$ cat src/rtl/mem_bus_arbiter.sv
// rtl/mem_bus_arbiter.sv - shares one memory port between instruction fetch and load/store
// Load/store wins arbitration unless fetch has lost STARVE_LIMIT times in a row.
module mem_bus_arbiter #(
  parameter int ADDR_W       = 32,
  parameter int DATA_W       = 32,
  parameter int MEM_LATENCY  = 2,
  parameter int STARVE_LIMIT = 3
) (
  input  logic              clk,
  input  logic              reset,
  input  logic              if_req,
  input  logic [ADDR_W-1:0] if_addr,
  output logic              if_gnt,
  output logic [DATA_W-1:0] if_rdata,
  output logic              if_done,
  input  logic              ls_req,
  input  logic              ls_we,
  input  logic [ADDR_W-1:0] ls_addr,
  input  logic [DATA_W-1:0] ls_wdata,
  output logic              ls_gnt,
  output logic [DATA_W-1:0] ls_rdata,
  output logic              ls_done,
  output logic              mem_en,
  output logic              mem_we,
  output logic [ADDR_W-1:0] mem_addr,
  output logic [DATA_W-1:0] mem_wdata,
  input  logic [DATA_W-1:0] mem_rdata,
  output logic              busy
);

  localparam int WCW = (MEM_LATENCY > 2) ? $clog2(MEM_LATENCY) : 1;
  localparam int SCW = $clog2(STARVE_LIMIT + 1);
  localparam logic [WCW-1:0] WAIT_LOAD  = WCW'((MEM_LATENCY > 0) ? MEM_LATENCY - 1 : 0);
  localparam logic [SCW-1:0] STARVE_MAX = SCW'(STARVE_LIMIT);

  typedef enum logic [1:0] {IDLE, ACCESS, WAIT, DONE} state_t;

  state_t            state, state_nxt;
  logic              owner_q;          // 1 = load/store owns the bus
  logic [ADDR_W-1:0] addr_q;
  logic [DATA_W-1:0] wdata_q;
  logic              we_q;
  logic [SCW-1:0]    starve_q;
  logic [WCW-1:0]    wait_q;
  logic [DATA_W-1:0] if_rdata_q, ls_rdata_q;
  logic              grant_if, grant_ls, capture;

  always_comb begin
    state_nxt = state;
    grant_if  = 1'b0;
    grant_ls  = 1'b0;
    capture   = 1'b0;
    case (state)
      IDLE: begin
        if (ls_req && !(if_req && starve_q == STARVE_MAX)) grant_ls = 1'b1;
        else if (if_req)                                   grant_if = 1'b1;
        if (grant_if || grant_ls) state_nxt = ACCESS;
      end
      ACCESS: begin
        if (MEM_LATENCY == 0) begin
          capture   = 1'b1;
          state_nxt = DONE;
        end else begin
          state_nxt = WAIT;
        end
      end
      WAIT: begin
        if (wait_q == '0) begin
          capture   = 1'b1;
          state_nxt = DONE;
        end
      end
      DONE:    state_nxt = IDLE;
      default: state_nxt = IDLE;
    endcase
  end

  always_ff @(posedge clk or negedge reset) begin
    if (!reset) begin
      state      <= IDLE;
      owner_q    <= 1'b0;
      addr_q     <= '0;
      wdata_q    <= '0;
      we_q       <= 1'b0;
      starve_q   <= '0;
      wait_q     <= '0;
      if_rdata_q <= '0;
      ls_rdata_q <= '0;
    end else begin
      state <= state_nxt;
      if (grant_if || grant_ls) begin
        owner_q <= grant_ls;
        addr_q  <= grant_ls ? ls_addr : if_addr;
        we_q    <= grant_ls && ls_we;
        wdata_q <= grant_ls ? ls_wdata : '0;
      end
      // Only a lost contention counts towards starvation; an uncontested ls grant leaves it alone.
      if (grant_if)
        starve_q <= '0;
      else if (grant_ls && if_req && starve_q != STARVE_MAX)
        starve_q <= starve_q + 1'b1;
      if (state == ACCESS)
        wait_q <= WAIT_LOAD;
      else if (state == WAIT && wait_q != '0)
        wait_q <= wait_q - 1'b1;
      if (capture && !we_q) begin
        if (owner_q) ls_rdata_q <= mem_rdata;
        else         if_rdata_q <= mem_rdata;
      end
    end
  end

  assign busy      = (state != IDLE);
  assign mem_en    = (state == ACCESS) || (state == WAIT);
  assign mem_we    = (state == ACCESS) && we_q;
  assign mem_addr  = addr_q;
  assign mem_wdata = wdata_q;
  assign if_gnt    = busy && !owner_q;
  assign ls_gnt    = busy && owner_q;
  assign if_done   = (state == DONE) && !owner_q;
  assign ls_done   = (state == DONE) && owner_q;
  assign if_rdata  = if_rdata_q;
  assign ls_rdata  = ls_rdata_q;

endmodule

$ cat config.mk
export PLATFORM = sky130hd
export DESIGN_NAME = mem_bus_arbiter
export DESIGN_NICKNAME = d
export VERILOG_FILES = /design/src/rtl/mem_bus_arbiter.sv
export SDC_FILE = /design/constraint.sdc
export NUM_CORES = 1
export LEC_CHECK = 0
export ABC_AREA = 1
export ABC_CLOCK_PERIOD_IN_PS = 4450
export CORE_MARGIN = 2
export CORE_UTILIZATION = 34
export CTS_CLUSTER_SIZE = 25
export DETAILED_ROUTE_END_ITERATION = 12
export GPL_TIMING_DRIVEN = 0
export PLACE_DENSITY_LB_ADDON = 0.1
export SETUP_SLACK_MARGIN = 0.5
export SYNTH_ARGS = -nofsm -noshare
export SYNTH_HDL_FRONTEND = slang
export SYNTH_SLANG_ARGS = --single-unit
$ cat constraint.sdc
create_clock -name clk -period 4.45 [get_ports clk]
set_input_delay 1.335 -clock clk [delete_from_list [all_inputs] [get_ports clk]]
set_output_delay 1.335 -clock clk [all_outputs]
set_load 0.005 [all_outputs]
==> qor.txt, run 1 <==
Final min period: 3570 ps
mapped cell area: 5910 um^2
Core ar.: 17,100 um^2
CP arrival: 2240 ps
Synth area leader: dfrtp_1
die area: 18,400 um^2
Rel. slew slack: 0.571
post-DP HPWL: 12,800 um
Root Driver: clkbuf_16
vias: 5,424
vias in the first global route: 5,416
H-tree levels: 4
gr usage total: 0.198
Net Sw Power: 0.00207 W
nets: 1,129
post_cts resized: 0
final wirelength: 17,800 um
design area: 9520 um^2
Longest Clk Path Bufs: 2
Detail Route Antenna Nets: 0
CP endpoint kind: output port
sequential cell area: 3380 um^2
final core occ: 0.556
Clk pwr share: 0.240
Multi-input gate area: 1800 um^2
switching share of power: 0.326
Post-route DRC: 0
Fin. Hold Viols: 0
status: finished, final reports clean
top post-synthesis cells by area: dfrtp_1 (57%), nand2_1 (13%), inv_1 (8.8%), o21ai_0 (8.4%), nand4_1 (3.5%)
post-synthesis sequential area ratio: 0.572
combinational fraction of design power: 0.422
Setup Viol. Count Final: 0
WS Path Type: reg2out
DR pass1 iterations: 6
number of top-level pins: 268
CTS clock-pin slew for the worst setup and hold paths: 60 ps
VDD IR max: 0.336 mV
DR vias/cell: 4.42
Syn Inst Count: 704
pwr/cell area: 668 nW/um^2
Yosys reg bits: 135
Slew @ Worst Pin: 644 ps
Fill cells: 1,598
Non-Filler Instances: 1,228
Crit path required time: 3120 ps
setup ws final: 877 ps
antenna violations before repair: 0
P&R area growth vs syn: 61.2%
CP startpoint kind: flip-flop
worst reg2reg path depth: 7
Routed wire per std cell: 14.5 um
max_cap viols: 0
layout cells sized above 1: 0.0618
Syn Nets: 843
Initial Util: 0.345
Worst-Skew Late Latency: 420 ps
crit share post-route: 0.803
Hold WS: 477 ps
Port Buffer Count: 266
Avg Inst Size Synth: 8.39 um^2
largest net degree at the start of global routing: 69
internal cell power: 0.00429 W
Synth cell types: 19
dpl ws: 1290 ps
Die Height: 136 um
placed cell area: 8880 um^2
num rows: 48
leakage power: 4.77 nW
Chip Width: 136 um
Synth top area share: 0.572
Hold Buf Count CTS: 0
Crit Path Max Fanout: 10
f_max: 280 MHz
# diodes: 0
first-pass GRT wire length: 28,200 um
# placed instances: 1,196
sequential share of power: 0.337
hold path cells: 2
CTS tree: built
RSZ-0062 raised after global routing: false
DR iter-0 viols: 196
grt total ovfl: 0
Post-CTS Setup Inserts: 0
Worst Hold Class: reg2reg
clk sinks: 135
routability cong.: 0.747
skew final: 7.04 ps
cts bufs inserted: 17
Syn. warnings: 0
Slew Limit Fails: 0
## stage by stage
step	TNS, ps	total power, W
finish	0	0.00636
global route	0	0.00684
CTS	0	0.00645
detailed placement	0	0.00488
global placement	-498310	0.00485
floorplan	0	0.00317
## power by group through the flow
stage | sequential [W] | combinational [W] | clock (W)
final | 0.00215 | 0.00268 | 0.00153
after global routing | 0.00222 | 0.00299 | 0.00163
after CTS | 0.00215 | 0.00274 | 0.00157
after detailed placement | 0.00215 | 0.00273 | 0
after global placement | 0.00215 | 0.00270 | 0
after floorplan | 0.00219 | 0.000978 | 0
## cell usage after synthesis (all sizes together)
cell,instances
nor2,6
nand4,33
nand2,205
buf,21
ha,6
o21bai,1
dfrtp,135
inv,140
nand3,36
clkbuf,19
o21ai,102
## worst max-delay path, cell delays in order (launching register included)
cell	delay, ps
dfrtp_1	430
inv_1	120
ha_1	240
clkbuf_1	420
nor2_1	100
clkdlybuf4s50_1	510
## flip-flops by register name, summed over array words and instances (netlist names)
signal,flops
mem_wdata,32
ls_rdata,32
state,2
starve_q,2
wait_q,1
mem_addr,32
owner_q,1
if_rdata,32
we_q,1
## worst paths after layout
kind | from | end | slack, ps
min in group asynchronous | reset | mem_addr[6] | 900
hold reg to reg | mem_addr[15] | mem_addr[15] | 480
setup reg to reg | state[0] | if_rdata[11] | 2680
hold / removal | mem_addr[15] | mem_addr[15] | 480
setup / recovery | state[1] | ls_gnt | 880
max in group asynchronous | reset | ls_rdata[15] | 2750
## kinds of logic after synthesis
kind of cell,synth area share
AO/OA/AOI/OAI,0.0883
adder cells (fa/ha/maj),0.0127
buffers and inverters,0.124
flip-flops,0.572
AND/OR/NAND/NOR,0.203
## cells in the final DEF (no fill, tap or decap), drive strengths merged
| cell | instances |
|---|---|
| nand4 | 33 |
| clkbuf | 36 |
| clkinvlp | 1 |
| buf | 23 |
| nor2 | 6 |
| o21ai | 102 |
| clkinv | 5 |
| dfrtp | 135 |
| nand2 | 205 |
| inv | 145 |
| clkdlybuf4s50 | 265 |
| o21bai | 1 |
| ha | 6 |
| bufinv | 4 |
| nand3 | 36 |
## area by class of cell
class	count	area share
buffer	40	0.0218
clock buffer	17	0.0447
clock inverter	15	0.0229
inverter	140	0.0552
multi-input combinational	389	0.189
sequential	135	0.355
tap	225	0.0296
timing repair buffer	267	0.283
## per-layer routing
metal,vias to the layer above,global-route usage,wire (um)
met3,16,0.0831,1720
li1,2739,-,-
met4,0,0.0602,216
met2,179,0.318,8260
met1,2490,0.243,7600
met5,-,0,0
No activity file was read; power rests on OpenSTA's default activity.
==> run 2: changes to the inputs <==
Settings changed: ABC_CLOCK_PERIOD_IN_PS 4450 to 3200.
Clock period 4.45 ns to 3.2 ns, I/O delays scaled along.
==> qor.txt, run 2 (same netlist as run 1, synthesis figures left out) <==
RSZ-0062 raised after global routing: false
CP arrival: 1580 ps
RR Startpoint: state[1]
routability cong.: 0.747
Non-Filler Instances: 1,230
status: finished, final reports clean
Worst Hold Class: reg2reg
Chip Width: 136 um
Worst-Skew Late Latency: 420 ps
VDD IR max: 0.467 mV
setup ws final: 663 ps
# diodes: 0
Rel. slew slack: 0.571
grt total ovfl: 0
CP startpoint kind: flip-flop
antenna violations before repair: 0
Post-route DRC: 0
Longest Clk Path Bufs: 2
DR iter-0 viols: 222
Detail Route Antenna Nets: 0
Root Driver: clkbuf_16
Port Buffer Count: 266
CTS tree: built
clk sinks: 135
DR pass1 iterations: 6
Die Height: 136 um
Worst R2R Setup Slack: 1460 ps
gr usage total: 0.198
Crit path required time: 2240 ps
post-DP HPWL: 12,800 um
f_max: 394 MHz
num rows: 48
Power, Total: 0.00887 W
DR vias/cell: 4.41
Worst Setup EP: if_gnt
worst reg2reg path depth: 7
Fin. Hold Viols: 0
skew final: 6.64 ps
largest net degree at the start of global routing: 69
pwr/cell area: 928 nW/um^2
Final min period: 2540 ps
dpl ws: 419 ps
first-pass GRT wire length: 28,200 um
WS Path Type: reg2out
final wirelength: 17,900 um
layout cells sized above 1: 0.0677
max_cap viols: 0
Slew Limit Fails: 0
most common cell after layout, fill and taps aside: clkdlybuf4s50_1
vias: 5,430
CP endpoint kind: output port
Core ar.: 17,100 um^2
nets: 1,131
# placed instances: 1,196
Initial Util: 0.345
number of top-level pins: 268
Setup Viol. Count Final: 0
CP Launch Point: state[0]
leakage power: 4.84 nW
CTS clock-pin slew for the worst setup and hold paths: 60 ps
Slew @ Worst Pin: 643 ps
crit share post-route: 0.793
cts bufs inserted: 17
reg2reg end: if_rdata[11]
Crit Path Max Fanout: 10
P&R area growth vs syn: 61.9%
die area: 18,400 um^2
most frequent cells in the layout: clkdlybuf4s50_1 (258), nand2_1 (204), inv_1 (137)
H-tree levels: 4
vias in the first global route: 5,440
Routed wire per std cell: 14.5 um
## run 2: cell type report
cell class,count,area (um^2)
plain buffers,40,218
clock buffers,17,425
clock inverters,15,218
fillers,1594,7550
inverters,140,526
multi-input cells,389,1810
flip-flops and latches,135,3380
well taps,225,282
repair buffers,269,2710
## run 2: metal layers
layer / global-route usage / up-vias / routed length [um] / share of wire
li1: - / 2748 / - / -
met1: 0.243 / 2486 / 7610 / 0.43
met2: 0.320 / 180 / 8290 / 0.46
met3: 0.0831 / 16 / 1740 / 0.097
met4: 0.0602 / 0 / 221 / 0.012
met5: 0 / - / 0 / 0
## run 2: worst min path at each step
stage	to	depth (start not counted)	start	slack [ps]
detailed placement	mem_addr[2]	2	mem_addr[2]	460
finish	mem_addr[16]	2	mem_addr[16]	480
CTS	mem_addr[15]	2	mem_addr[15]	480
global placement	mem_addr[9]	2	mem_addr[9]	460
global route	mem_wdata[31]	2	mem_wdata[31]	500
floorplan	starve_q[1]	2	starve_q[1]	460
## run 2: report_power, final
group / switching [W] / internal (W)
clock network: 0.000803 / 0.00133
registers: 0.000443 / 0.00254
logic: 0.00165 / 0.00211
total: 0.00290 / 0.00598
## run 2: critical path: stages (launching register included)
cell and delay (ps):
dfrtp_1 390, inv_2 100, ha_4 160, clkbuf_8 170
nor2_1 50, dlygate4sd2_1 280
## run 2: repair_timing
| action | in CTS | in global routing |
|---|---|---|
| setup buffers | 2 | 0 |
| hold buffers | 0 | 0 |
| gates resized for setup | 11 | 3 |
| setup endpoints to repair | 5 | 3 |
## run 2: metrics by stage
stage	hold slack (ps)	setup TNS, ps	cell area, um^2	util
2_1_floorplan	457	0	5910	-
3_3_place_gp	462	-616440	8850	0.517
3_5_place_dp	465	0	8880	0.519
4_1_cts	481	0	9560	0.558
5_1_grt	503	0	9560	0.559
6_report	478	0	9560	0.559
